<file path="src/rtl/mem_bus_arbiter_if.sv">
`default_nettype none
// ============================================================================
// Module      : mem_bus_arbiter_if
// Description : Cache-side and memory-side bus signals of the memory arbiter.
// Revision    : 1.0 - initial release
// ============================================================================
interface mem_bus_arbiter_if #(
    parameter int XLEN = 32
);
    logic [1:0]      icache_command;
    logic [XLEN-1:0] icache_addr;
    logic [1:0]      dcache_command;
    logic [XLEN-1:0] dcache_addr;
    logic [63:0]     dcache_data;
    logic [3:0]      mem2proc_response;
    logic [63:0]     mem2proc_data;
    logic [3:0]      mem2proc_tag;
    logic [1:0]      proc2mem_command;
    logic [XLEN-1:0] proc2mem_addr;
    logic [63:0]     proc2mem_data;
    logic [3:0]      icache_response;
    logic [3:0]      dcache_response;
    logic [3:0]      icache_tag;
    logic [3:0]      dcache_tag;
    logic [63:0]     ret_data;
    logic [3:0]      i_outstanding;
    logic [3:0]      d_outstanding;
    logic            orphan_tag_err;

    // Arbiter side
    modport slave (
        input  icache_command, icache_addr, dcache_command, dcache_addr,
               dcache_data, mem2proc_response, mem2proc_data, mem2proc_tag,
        output proc2mem_command, proc2mem_addr, proc2mem_data,
               icache_response, dcache_response, icache_tag, dcache_tag,
               ret_data, i_outstanding, d_outstanding, orphan_tag_err
    );

    // Caches plus memory, as seen by whoever drives the arbiter
    modport master (
        output icache_command, icache_addr, dcache_command, dcache_addr,
               dcache_data, mem2proc_response, mem2proc_data, mem2proc_tag,
        input  proc2mem_command, proc2mem_addr, proc2mem_data,
               icache_response, dcache_response, icache_tag, dcache_tag,
               ret_data, i_outstanding, d_outstanding, orphan_tag_err
    );
endinterface
`default_nettype wire

</file>
<file path="src/rtl/mem_bus_arbiter.sv">
`default_nettype none
// ============================================================================
// Module      : mem_bus_arbiter
// Description : I/D-cache to main-memory arbiter with tag ownership tracking.
// Revision    : 1.0 - initial release
// ============================================================================
module mem_bus_arbiter #(
    parameter int XLEN         = 32,
    parameter int N_TAGS       = 15,
    parameter int STARVE_LIMIT = 4
) (
    input  wire logic        clock,
    input  wire logic        reset,
    mem_bus_arbiter_if.slave bus
);
    localparam logic [1:0]       c_BUS_NONE   = 2'd0;
    localparam logic [1:0]       c_BUS_LOAD   = 2'd1;
    localparam int               c_SW         = $clog2(STARVE_LIMIT + 1);
    localparam logic [c_SW-1:0]  c_STARVE_MAX = c_SW'(STARVE_LIMIT);

    logic [N_TAGS:0] r_valid;
    logic [N_TAGS:0] r_owner_d;
    logic [c_SW-1:0] r_starve;
    logic            r_orphan;
    logic [3:0]      r_i_cnt;
    logic [3:0]      r_d_cnt;

    logic            w_i_req;
    logic            w_d_req;
    logic            w_grant_i;
    logic            w_grant_d;
    logic            w_resp_nz;
    logic            w_resp_ok;
    logic            w_rtag_ok;
    logic            w_ret_hit;
    logic            w_ret_owner_d;
    logic            w_alloc;
    logic            w_orphan_set;
    logic [N_TAGS:0] w_valid_nxt;
    logic [N_TAGS:0] w_owner_nxt;
    logic [3:0]      w_i_cnt;
    logic [3:0]      w_d_cnt;

    // Grant: D-cache first unless the I-cache has hit the starvation limit
    assign w_i_req   = (bus.icache_command != c_BUS_NONE);
    assign w_d_req   = (bus.dcache_command != c_BUS_NONE);
    assign w_grant_i = w_i_req && (!w_d_req || (r_starve == c_STARVE_MAX));
    assign w_grant_d = w_d_req && !w_grant_i;

    assign bus.proc2mem_command = w_grant_i ? bus.icache_command :
                                  w_grant_d ? bus.dcache_command : c_BUS_NONE;
    assign bus.proc2mem_addr    = w_grant_i ? bus.icache_addr :
                                  w_grant_d ? bus.dcache_addr : '0;
    assign bus.proc2mem_data    = bus.dcache_data;
    assign bus.icache_response  = w_grant_i ? bus.mem2proc_response : 4'd0;
    assign bus.dcache_response  = w_grant_d ? bus.mem2proc_response : 4'd0;

    assign w_resp_nz = (bus.mem2proc_response != 4'd0);
    assign w_resp_ok = w_resp_nz && (int'(bus.mem2proc_response) <= N_TAGS);
    assign w_rtag_ok = (bus.mem2proc_tag != 4'd0) && (int'(bus.mem2proc_tag) <= N_TAGS);

    assign w_ret_hit     = w_rtag_ok && r_valid[bus.mem2proc_tag];
    assign w_ret_owner_d = r_owner_d[bus.mem2proc_tag];
    assign w_alloc       = (bus.proc2mem_command == c_BUS_LOAD) && w_resp_ok;

    assign bus.icache_tag = (w_ret_hit && !w_ret_owner_d) ? bus.mem2proc_tag : 4'd0;
    assign bus.dcache_tag = (w_ret_hit &&  w_ret_owner_d) ? bus.mem2proc_tag : 4'd0;
    assign bus.ret_data   = bus.mem2proc_data;

    // A load landing on a live entry is a collision unless this same cycle's return frees it
    assign w_orphan_set = ((bus.mem2proc_tag != 4'd0) && !w_ret_hit) ||
                          (w_alloc && r_valid[bus.mem2proc_response] &&
                           !(w_ret_hit && (bus.mem2proc_tag == bus.mem2proc_response)));

    // Return is applied before allocate so a same-cycle reuse ends with the new owner
    always_comb begin
        w_valid_nxt = r_valid;
        w_owner_nxt = r_owner_d;
        if (w_ret_hit) begin
            w_valid_nxt[bus.mem2proc_tag] = 1'b0;
        end
        if (w_alloc) begin
            w_valid_nxt[bus.mem2proc_response] = 1'b1;
            w_owner_nxt[bus.mem2proc_response] = w_grant_d;
        end
        w_valid_nxt[0] = 1'b0;
    end

    always_comb begin
        w_i_cnt = 4'd0;
        w_d_cnt = 4'd0;
        for (int k = 1; k <= N_TAGS; k++) begin
            if (w_valid_nxt[k] && !w_owner_nxt[k]) w_i_cnt = w_i_cnt + 4'd1;
            if (w_valid_nxt[k] &&  w_owner_nxt[k]) w_d_cnt = w_d_cnt + 4'd1;
        end
    end

    always_ff @(posedge clock or negedge reset) begin
        if (!reset) begin
            r_valid   <= '0;
            r_owner_d <= '0;
            r_starve  <= '0;
            r_orphan  <= 1'b0;
            r_i_cnt   <= 4'd0;
            r_d_cnt   <= 4'd0;
        end else begin
            r_valid   <= w_valid_nxt;
            r_owner_d <= w_owner_nxt;
            r_orphan  <= r_orphan | w_orphan_set;
            r_i_cnt   <= w_i_cnt;
            r_d_cnt   <= w_d_cnt;
            if (w_i_req && !(w_grant_i && w_resp_nz)) begin
                if (r_starve != c_STARVE_MAX) r_starve <= r_starve + 1'b1;
            end else begin
                r_starve <= '0;
            end
        end
    end

    assign bus.i_outstanding  = r_i_cnt;
    assign bus.d_outstanding  = r_d_cnt;
    assign bus.orphan_tag_err = r_orphan;

endmodule
`default_nettype wire

</file>
<file path="src/flat_wrapper.sv">
// flat-port wrapper written by rule: the top's interface ports become plain ports
module mem_bus_arbiter_flat 
#(
    parameter int XLEN         = 32,
    parameter int N_TAGS       = 15,
    parameter int STARVE_LIMIT = 4
)
  (clock, reset, bus_icache_command, bus_icache_addr, bus_dcache_command, bus_dcache_addr, bus_dcache_data, bus_mem2proc_response, bus_mem2proc_data, bus_mem2proc_tag, bus_proc2mem_command, bus_proc2mem_addr, bus_proc2mem_data, bus_icache_response, bus_dcache_response, bus_icache_tag, bus_dcache_tag, bus_ret_data, bus_i_outstanding, bus_d_outstanding, bus_orphan_tag_err);
  mem_bus_arbiter_if #(.XLEN(XLEN)) bus_i ();
  input  wire logic clock;
  input  wire logic reset;
  input wire logic [$bits(bus_i.icache_command)-1:0] bus_icache_command;
  input wire logic [$bits(bus_i.icache_addr)-1:0] bus_icache_addr;
  input wire logic [$bits(bus_i.dcache_command)-1:0] bus_dcache_command;
  input wire logic [$bits(bus_i.dcache_addr)-1:0] bus_dcache_addr;
  input wire logic [$bits(bus_i.dcache_data)-1:0] bus_dcache_data;
  input wire logic [$bits(bus_i.mem2proc_response)-1:0] bus_mem2proc_response;
  input wire logic [$bits(bus_i.mem2proc_data)-1:0] bus_mem2proc_data;
  input wire logic [$bits(bus_i.mem2proc_tag)-1:0] bus_mem2proc_tag;
  output wire logic [$bits(bus_i.proc2mem_command)-1:0] bus_proc2mem_command;
  output wire logic [$bits(bus_i.proc2mem_addr)-1:0] bus_proc2mem_addr;
  output wire logic [$bits(bus_i.proc2mem_data)-1:0] bus_proc2mem_data;
  output wire logic [$bits(bus_i.icache_response)-1:0] bus_icache_response;
  output wire logic [$bits(bus_i.dcache_response)-1:0] bus_dcache_response;
  output wire logic [$bits(bus_i.icache_tag)-1:0] bus_icache_tag;
  output wire logic [$bits(bus_i.dcache_tag)-1:0] bus_dcache_tag;
  output wire logic [$bits(bus_i.ret_data)-1:0] bus_ret_data;
  output wire logic [$bits(bus_i.i_outstanding)-1:0] bus_i_outstanding;
  output wire logic [$bits(bus_i.d_outstanding)-1:0] bus_d_outstanding;
  output wire logic [$bits(bus_i.orphan_tag_err)-1:0] bus_orphan_tag_err;
  assign bus_i.icache_command = bus_icache_command;
  assign bus_i.icache_addr = bus_icache_addr;
  assign bus_i.dcache_command = bus_dcache_command;
  assign bus_i.dcache_addr = bus_dcache_addr;
  assign bus_i.dcache_data = bus_dcache_data;
  assign bus_i.mem2proc_response = bus_mem2proc_response;
  assign bus_i.mem2proc_data = bus_mem2proc_data;
  assign bus_i.mem2proc_tag = bus_mem2proc_tag;
  assign bus_proc2mem_command = bus_i.proc2mem_command;
  assign bus_proc2mem_addr = bus_i.proc2mem_addr;
  assign bus_proc2mem_data = bus_i.proc2mem_data;
  assign bus_icache_response = bus_i.icache_response;
  assign bus_dcache_response = bus_i.dcache_response;
  assign bus_icache_tag = bus_i.icache_tag;
  assign bus_dcache_tag = bus_i.dcache_tag;
  assign bus_ret_data = bus_i.ret_data;
  assign bus_i_outstanding = bus_i.i_outstanding;
  assign bus_d_outstanding = bus_i.d_outstanding;
  assign bus_orphan_tag_err = bus_i.orphan_tag_err;
  mem_bus_arbiter #(.XLEN(XLEN), .N_TAGS(N_TAGS), .STARVE_LIMIT(STARVE_LIMIT)) u_core (.clock(clock), .reset(reset), .bus(bus_i));
endmodule
</file>
<file path="config.mk">
export PLATFORM = sky130hd
export DESIGN_NAME = mem_bus_arbiter_flat
export DESIGN_NICKNAME = d
export VERILOG_FILES = /design/src/rtl/mem_bus_arbiter_if.sv /design/src/rtl/mem_bus_arbiter.sv /design/src/flat_wrapper.sv
export SDC_FILE = /design/constraint.sdc
export NUM_CORES = 1
export LEC_CHECK = 0
export ABC_AREA = 0
export CAP_MARGIN = 20
export CELL_PAD_IN_SITES_DETAIL_PLACEMENT = 1
export CELL_PAD_IN_SITES_GLOBAL_PLACEMENT = 1
export CORE_MARGIN = 1
export CORE_UTILIZATION = 30
export CTS_CLUSTER_SIZE = 30
export DETAILED_ROUTE_END_ITERATION = 7
export PLACE_DENSITY = 0.95
export REMOVE_ABC_BUFFERS = 1
export SYNTH_ARGS = -nofsm -noshare
export SYNTH_HDL_FRONTEND = slang
export SYNTH_SLANG_ARGS = --single-unit
</file>
<file path="constraint.sdc">
create_clock -name clock -period 18.2 [get_ports clock]
set_input_delay 1.82 -clock clock [delete_from_list [all_inputs] [get_ports clock]]
set_output_delay 1.82 -clock clock [all_outputs]
set_load 0.02 [all_outputs]
</file>
-- Yosys cells after proc, flatten, opt, wreduce, memory -nomap -nowiden
Index checks and enable logic that the tools add are counted.
- output and inout port bits: 187
- flip-flop bits (word level): 43
- logic and storage cells: 174
- order comparisons: 4
- equality and inequality tests: 5
- multiplexer cells: 54
- reduce and logical (&&, ||, !) cells: 71
- bitwise logic cells: 4
- $add $sub $neg: 29
- operators by type and width (cell ; count):
    2-to-1 mux 4 bit ; 32
    adder 4 x 1 -> 4 bit (second input constant) ; 26
    2-to-1 mux 32 bit ; 2
    2-to-1 mux 16 bit ; 3
    logical AND 1 bit ; 44
    logical NOT 1 bit ; 21
    bitwise AND 16 bit ; 1
    bitwise mux 16 bit ; 1
    inverter 16 bit ; 1
    bitwise OR 16 bit ; 1
    binary-select mux 1 bit (select 4 bit) ; 3
    < comparator 4 x 5 -> 1 bit (second input constant) ; 2
    demux 1 bit (select 4 bit) ; 2
    greater-or-equal comparator 4 x 1 -> 1 bit (second input constant) ; 2
    nonzero test 4 bit ; 2
    2-to-1 mux 1 bit ; 7
    2-to-1 mux 3 bit ; 2
    adder 1 x 1 -> 2 bit (second input constant) ; 2
    equality test 4 bit ; 1
    2-to-1 mux 2 bit ; 2
    nonzero test 2 bit ; 2
    adder 3 x 1 -> 3 bit (second input constant) ; 1
    equality test 3 bit (second input constant) ; 1
    != test 3 bit (second input constant) ; 1
    4 further kinds ; 5

-- Logic depth before layout (Yosys ltp)
- depth after elaboration: 42
- mapped depth: 51

-- Worst setup path before layout
OpenSTA, ideal clock, no wires.
- path kind: input to register
- start: input port bus_icache_command[0]
- end: register u_core.r_i_cnt[1] (netlist: u_core.bus.i_outstanding[1])
- stages: 42
- data arrival time: 9310 ps
- setup slack: 8765 ps
- path buffers: 3
- data required time: 18075 ps
- library setup time: 125 ps
- cells stage by stage: buf_2 o211ai_2 o21ai_1 clkbuf_1 clkbuf_1 o21ai_0 nand2b_1 inv_1 ha_1 xor2_2 inv_2 ha_1 mux2i_1 xnor2_1 o21ai_0 ha_1 nand2_1 o31a_1 (+6 left out) o21a_1 xnor2_1 mux2_2 ha_1 nor2_1 nor2_1 xnor2_1 a221oi_1 inv_1 ha_1 xor2_1 nor3_1 a311oi_2 ha_1 nand2_1 nand2_1 ha_1 mux2_2
- elaborated cells between the ends (all ways): 70
- those cells by class: add/sub (14); eq/ne (1); mux (20); reduce/logical (35)
- RTL lines (what ; RTL line ; text):
    start: declaration ; flat_wrapper.sv:12 ; input wire logic [$bits(bus_i.icache_command)-1:0] bus_icache_command;
    nonzero test 2 bit ; mem_bus_arbiter.sv:45 ; assign w_i_req = (bus.icache_command != c_BUS_NONE);
    logical AND 1 bit ; mem_bus_arbiter.sv:47 ; assign w_grant_i = w_i_req && (!w_d_req || (r_starve == c_STARVE_MAX));
    logical NOT 1 bit ; mem_bus_arbiter.sv:48 ; assign w_grant_d = w_d_req && !w_grant_i;
    logical AND 1 bit ; mem_bus_arbiter.sv:48 ;
    2-to-1 mux 2 bit ; mem_bus_arbiter.sv:51 ; w_grant_d ? bus.dcache_command : c_BUS_NONE;
    2-to-1 mux 2 bit ; mem_bus_arbiter.sv:50 ; assign bus.proc2mem_command = w_grant_i ? bus.icache_command :
    equality test 2 x 1 -> 1 bit ; mem_bus_arbiter.sv:64 ; assign w_alloc = (bus.proc2mem_command == c_BUS_LOAD) && w_resp_ok;
    logical AND 1 bit ; mem_bus_arbiter.sv:64 ;
    (+1 left out) ; -- ;
    net u_core.w_owner_nxt[2] ; mem_bus_arbiter.sv:40 ; logic [N_TAGS:0] w_owner_nxt;
    (+22 left out) ; -- ;
    2-to-1 mux 4 bit * ; mem_bus_arbiter.sv:93 ; if (w_valid_nxt[k] && !w_owner_nxt[k]) w_i_cnt = w_i_cnt + 4'd1;
    adder 4 x 1 -> 4 bit ; mem_bus_arbiter.sv:93 ;
    2-to-1 mux 4 bit * ; mem_bus_arbiter.sv:93 ;
    adder 4 x 1 -> 4 bit ; mem_bus_arbiter.sv:93 ;
    2-to-1 mux 4 bit * ; mem_bus_arbiter.sv:93 ;
    adder 4 x 1 -> 4 bit ; mem_bus_arbiter.sv:93 ;
    2-to-1 mux 4 bit * ; mem_bus_arbiter.sv:93 ;
    net u_core.w_i_cnt[1] ; mem_bus_arbiter.sv:41 ; logic [3:0] w_i_cnt;
    end signal: assignment ; mem_bus_arbiter.sv:110 ; r_i_cnt <= w_i_cnt;
    end: declaration ; mem_bus_arbiter.sv:25 ; logic [3:0] r_i_cnt;
The timed path passes the listed nets; every way through them passes the cells marked *.
A chain may end at the register's enable or synchronous reset.

-- Worst setup path after layout
- start: input port bus_dcache_command[0]
- end: register u_core.r_i_cnt[3] (netlist: u_core.bus.i_outstanding[3])
- elaborated cells between the ends (all ways): 72
- those cells by class: add/sub (14); eq/ne (1); mux (20); reduce/logical (37)
- RTL lines (what ; RTL line ; text):
    start: declaration ; flat_wrapper.sv:14 ; input wire logic [$bits(bus_i.dcache_command)-1:0] bus_dcache_command;
    nonzero test 2 bit ; mem_bus_arbiter.sv:46 ; assign w_d_req = (bus.dcache_command != c_BUS_NONE);
    logical NOT 1 bit ; mem_bus_arbiter.sv:47 ;
    logical OR 1 bit ; mem_bus_arbiter.sv:47 ;
    logical AND 1 bit ; mem_bus_arbiter.sv:47 ;
    logical NOT 1 bit ; mem_bus_arbiter.sv:48 ;
    logical AND 1 bit ; mem_bus_arbiter.sv:48 ;
    2-to-1 mux 2 bit ; mem_bus_arbiter.sv:51 ;
    2-to-1 mux 2 bit ; mem_bus_arbiter.sv:50 ;
    (+3 left out) ; -- ;
    net u_core.w_owner_nxt[2] ; mem_bus_arbiter.sv:40 ;
    (+22 left out) ; -- ;
    2-to-1 mux 4 bit * ; mem_bus_arbiter.sv:93 ;
    adder 4 x 1 -> 4 bit ; mem_bus_arbiter.sv:93 ;
    2-to-1 mux 4 bit * ; mem_bus_arbiter.sv:93 ;
    adder 4 x 1 -> 4 bit ; mem_bus_arbiter.sv:93 ;
    2-to-1 mux 4 bit * ; mem_bus_arbiter.sv:93 ;
    adder 4 x 1 -> 4 bit ; mem_bus_arbiter.sv:93 ;
    2-to-1 mux 4 bit * ; mem_bus_arbiter.sv:93 ;
    net u_core.w_i_cnt[3] ; mem_bus_arbiter.sv:41 ;
Marks and branches as above.

==> flow_summary.json <==
{
  "status": "finished, final reports clean",
  "worstSkewPairLatency_ps": 300,
  "fin_ws_ps": 7358,
  "via_count": 7022,
  "fin_cells": 1214,
  "cts-root-buf": "clkbuf_16",
  "drive_above_1_share_pct": 9.721,
  "avgSynthCellArea_um2": 8.053,
  "drv_slew": 0,
  "ys_seq_elements": 43,
  "tritoncts": "done",
  "antenna_found_initial": 0,
  "vdd.ir_drop.worst_uv": 87.01,
  "grt_overflow": 0,
  "critical_path_class": "in -> reg",
  "worstPathMaxFanout": 13,
  "synth_ff_type": "dfrtp_1",
  "hold_viol_final": 0,
  "critPathSlowestCell": "clkdlybuf4s50_1",
  "synth_edf_count": 0,
  "die_w_um": 157.9,
  "n_antenna_cell": 0,
  "syn2layout_area_growth_pct": 12.23,
  "max_stage_delay_ps": 580,
  "dp.cells": 1206,
  "fin_util_pct": 34.57,
  "power_mw": 1.306,
  "final_area_mm2": 0.008188,
  "final-setup-viol-count": 0,
  "core_mm2": 0.02368,
  "cts.reportedPaths.clkPinSlew_ps": 70,
  "synth.distinct_cells": 83,
  "dp_hpwl_um": 40750,
  "first_global_vias": 7072,
  "cts_resized": 0,
  "ctsLongestPathBuffers": 2,
  "yosysSeqAreaShare_pct": 14.75,
  "viasPerCell": 5.784,
  "whs_ps": 380.2,
  "gp_congestion": 1.358,
  "rsz0062_at_grt": "false",
  "wl_per_cell_um": 38.31,
  "async_flop_share_pct": 100.0,
  "maxCapViolCount": 0,
  "required_ps": 18370,
  "ys_top_cells_by_area": "dfrtp_1, buf_4, xnor2_1",
  "hold_buffers": 0,
  "grt_start_max_net_pins": 44,
  "fin_tns_setup_ps": 0,
  "leakagePower_nw": 3.247,
  "max_freq_mhz": 92.24,
  "fin_nets": 1132,
  "synth_largest_area_cell": "dfrtp_1",
  "drt_iter0_markers": 608,
  "num_rows": 56,
  "syn_inst": 906,
  "tightest_slew_ps": 992.4,
  "power_density_mw_per_mm2": 159.5,
  "h-tree-depth": 2,
  "start_util_pct": 30.81,
  "wl_um": 46510,
  "cp_common_cell": "ha_1",
  "die_h_um": 157.9,
  "numCtsBuffers": 5,
  "placed_area_mm2": 0.008014,
  "cp.arrival_ps": 11010,
  "die-area_mm2": 0.02495,
  "yosysWarningCount": 0,
  "period_minus_slack_ps": 10840,
  "postRouteAntennaNets": 0,
  "period_share_pct": 59.57,
  "yosys.area.top_type_share_pct": 14.75,
  "grt_pass1_wl_um": 59730,
  "first_pass_iters": 5,
  "track_usage_pct": 36.53,
  "cts_setup_buffers": 0,
  "skew_ps": 8.048,
  "num_io_pins": 393,
  "dpl_worst_slack_ps": 7154,
  "syn_area_mm2": 0.007296,
  "relSlewSlack_pct": 33.40,
  "start_kind": "primary input",
  "port_buffers": 136,
  "endpoint_kind": "flip-flop",
  "hp-class": "reg -> reg",
  "cts_sinks": 43,
  "drc": 0
}
## layout make-up
type,instances,area [um2]
clock inverters,2,35.03
multi-input cells,659,4937
inverters,34,132.6
flip-flops and latches,43,1076
well taps,319,399.1
repair buffers,151,1469
fillers,2836,15490
clock buffers,6,138.9
## flip-flops by register name, summed over array words and instances (netlist names), named ones only
register / cells
u_core.bus.i_outstanding: 4
u_core.r_starve: 3
u_core.bus.orphan_tag_err: 1
u_core.r_valid: 15
u_core.r_owner_d: 15
u_core.bus.d_outstanding: 4
## Yosys cell counts, types with 3 or more instances
master     number
buf_4         131
nand2_1       103
xnor2_1        59
nor2_1         50
dfrtp_1        43
o21ai_0        40
a22o_1         33
ha_1           32
inv_1          29
nor3_1         28
xor2_1         27
a21oi_1        25
nand3_1        22
clkbuf_1       21
nand2b_1       21
and2_1         20
mux2i_1        13
mux4_2         13
buf_2          12
and3_1         11
o31ai_1        11
mux2_2          9
nor2b_1         9
o21a_1          8
o21ai_1         8
o22ai_1         8
nor4_1          7
a21o_1          5
buf_1           5
xnor2_2         5
a31oi_1         4
nand4_1         4
o22a_1          4
o31a_1          4
o32ai_1         4
or3_1           4
a211oi_2        3
a32oi_1         3
inv_2           3
nand4bb_1       3
xnor2_4         3
## power breakdown
| group | switching [mW] | internal (mW) |
|---|---|---|
| Clock | 0.0430 | 0.0684 |
| Sequential | 0.0215 | 0.125 |
| Combinational | 0.594 | 0.454 |
## cells in the final DEF (no fill, tap or decap), types with 21 or more instances in the layout
master,count
xnor2_1,59
nand2b_1,21
nor2_1,50
nand2_1,103
xor2_1,27
nor3_1,28
inv_1,29
clkdlybuf4s50_1,135
a21oi_1,25
dfrtp_1,43
o21ai_0,40
ha_1,32
nand3_1,22
a22o_1,33
## final timing paths
kind | from | endpoint | slack [ps] | cells after the start
worst min register to register | flip-flop | flip-flop | 380 | 0
worst max register to register | u_core.r_starve[0] | u_core.bus.i_outstanding[3] | 8910 | 43
max in group asynchronous | reset | u_core.r_valid[7] | 16170 | 2
worst min-delay path | flip-flop | flip-flop | 380 | 0
worst max-delay path | bus_dcache_command[0] | u_core.bus.i_outstanding[3] | 7360 | 42
min in group asynchronous | reset | u_core.bus.i_outstanding[3] | 1610 | 2
## worst max-delay path, delay by kind of cell
kind / cells / cell delay (ps)
XOR/XNOR: 7 / 1200
adder cells (fa/ha/maj): 7 / 2170
buffers and inverters: 4 / 860
AND/OR/NAND/NOR: 11 / 1590
multiplexers: 2 / 480
AO/OA/AOI/OAI: 11 / 2880
## logic make-up (layout without fill, tap and decap cells)
family / count (synthesis) / after routing / synth area share (%)
mux: 36 / 36 / 7.494
buf+inv: 204 / 193 / 17.61
simple gates: 297 / 297 / 20.32
fa+ha+maj: 32 / 32 / 5.488
xor+xnor: 101 / 101 / 14.63
flops: 43 / 43 / 14.75
compound gates: 193 / 193 / 19.71
## metal layers
| layer | vias to the layer above | GRT usage (%) | wire length, um |
|---|---|---|---|
| met1 | 3325 | 26.62 | 12000 |
| met4 | 4 | 46.70 | 7208 |
| li1 | 3039 | - | - |
| met3 | 170 | 30.00 | 8390 |
| met5 | - | 4.969 | 143 |
| met2 | 484 | 52.49 | 18760 |
No activity file was read; power rests on OpenSTA's default activity.
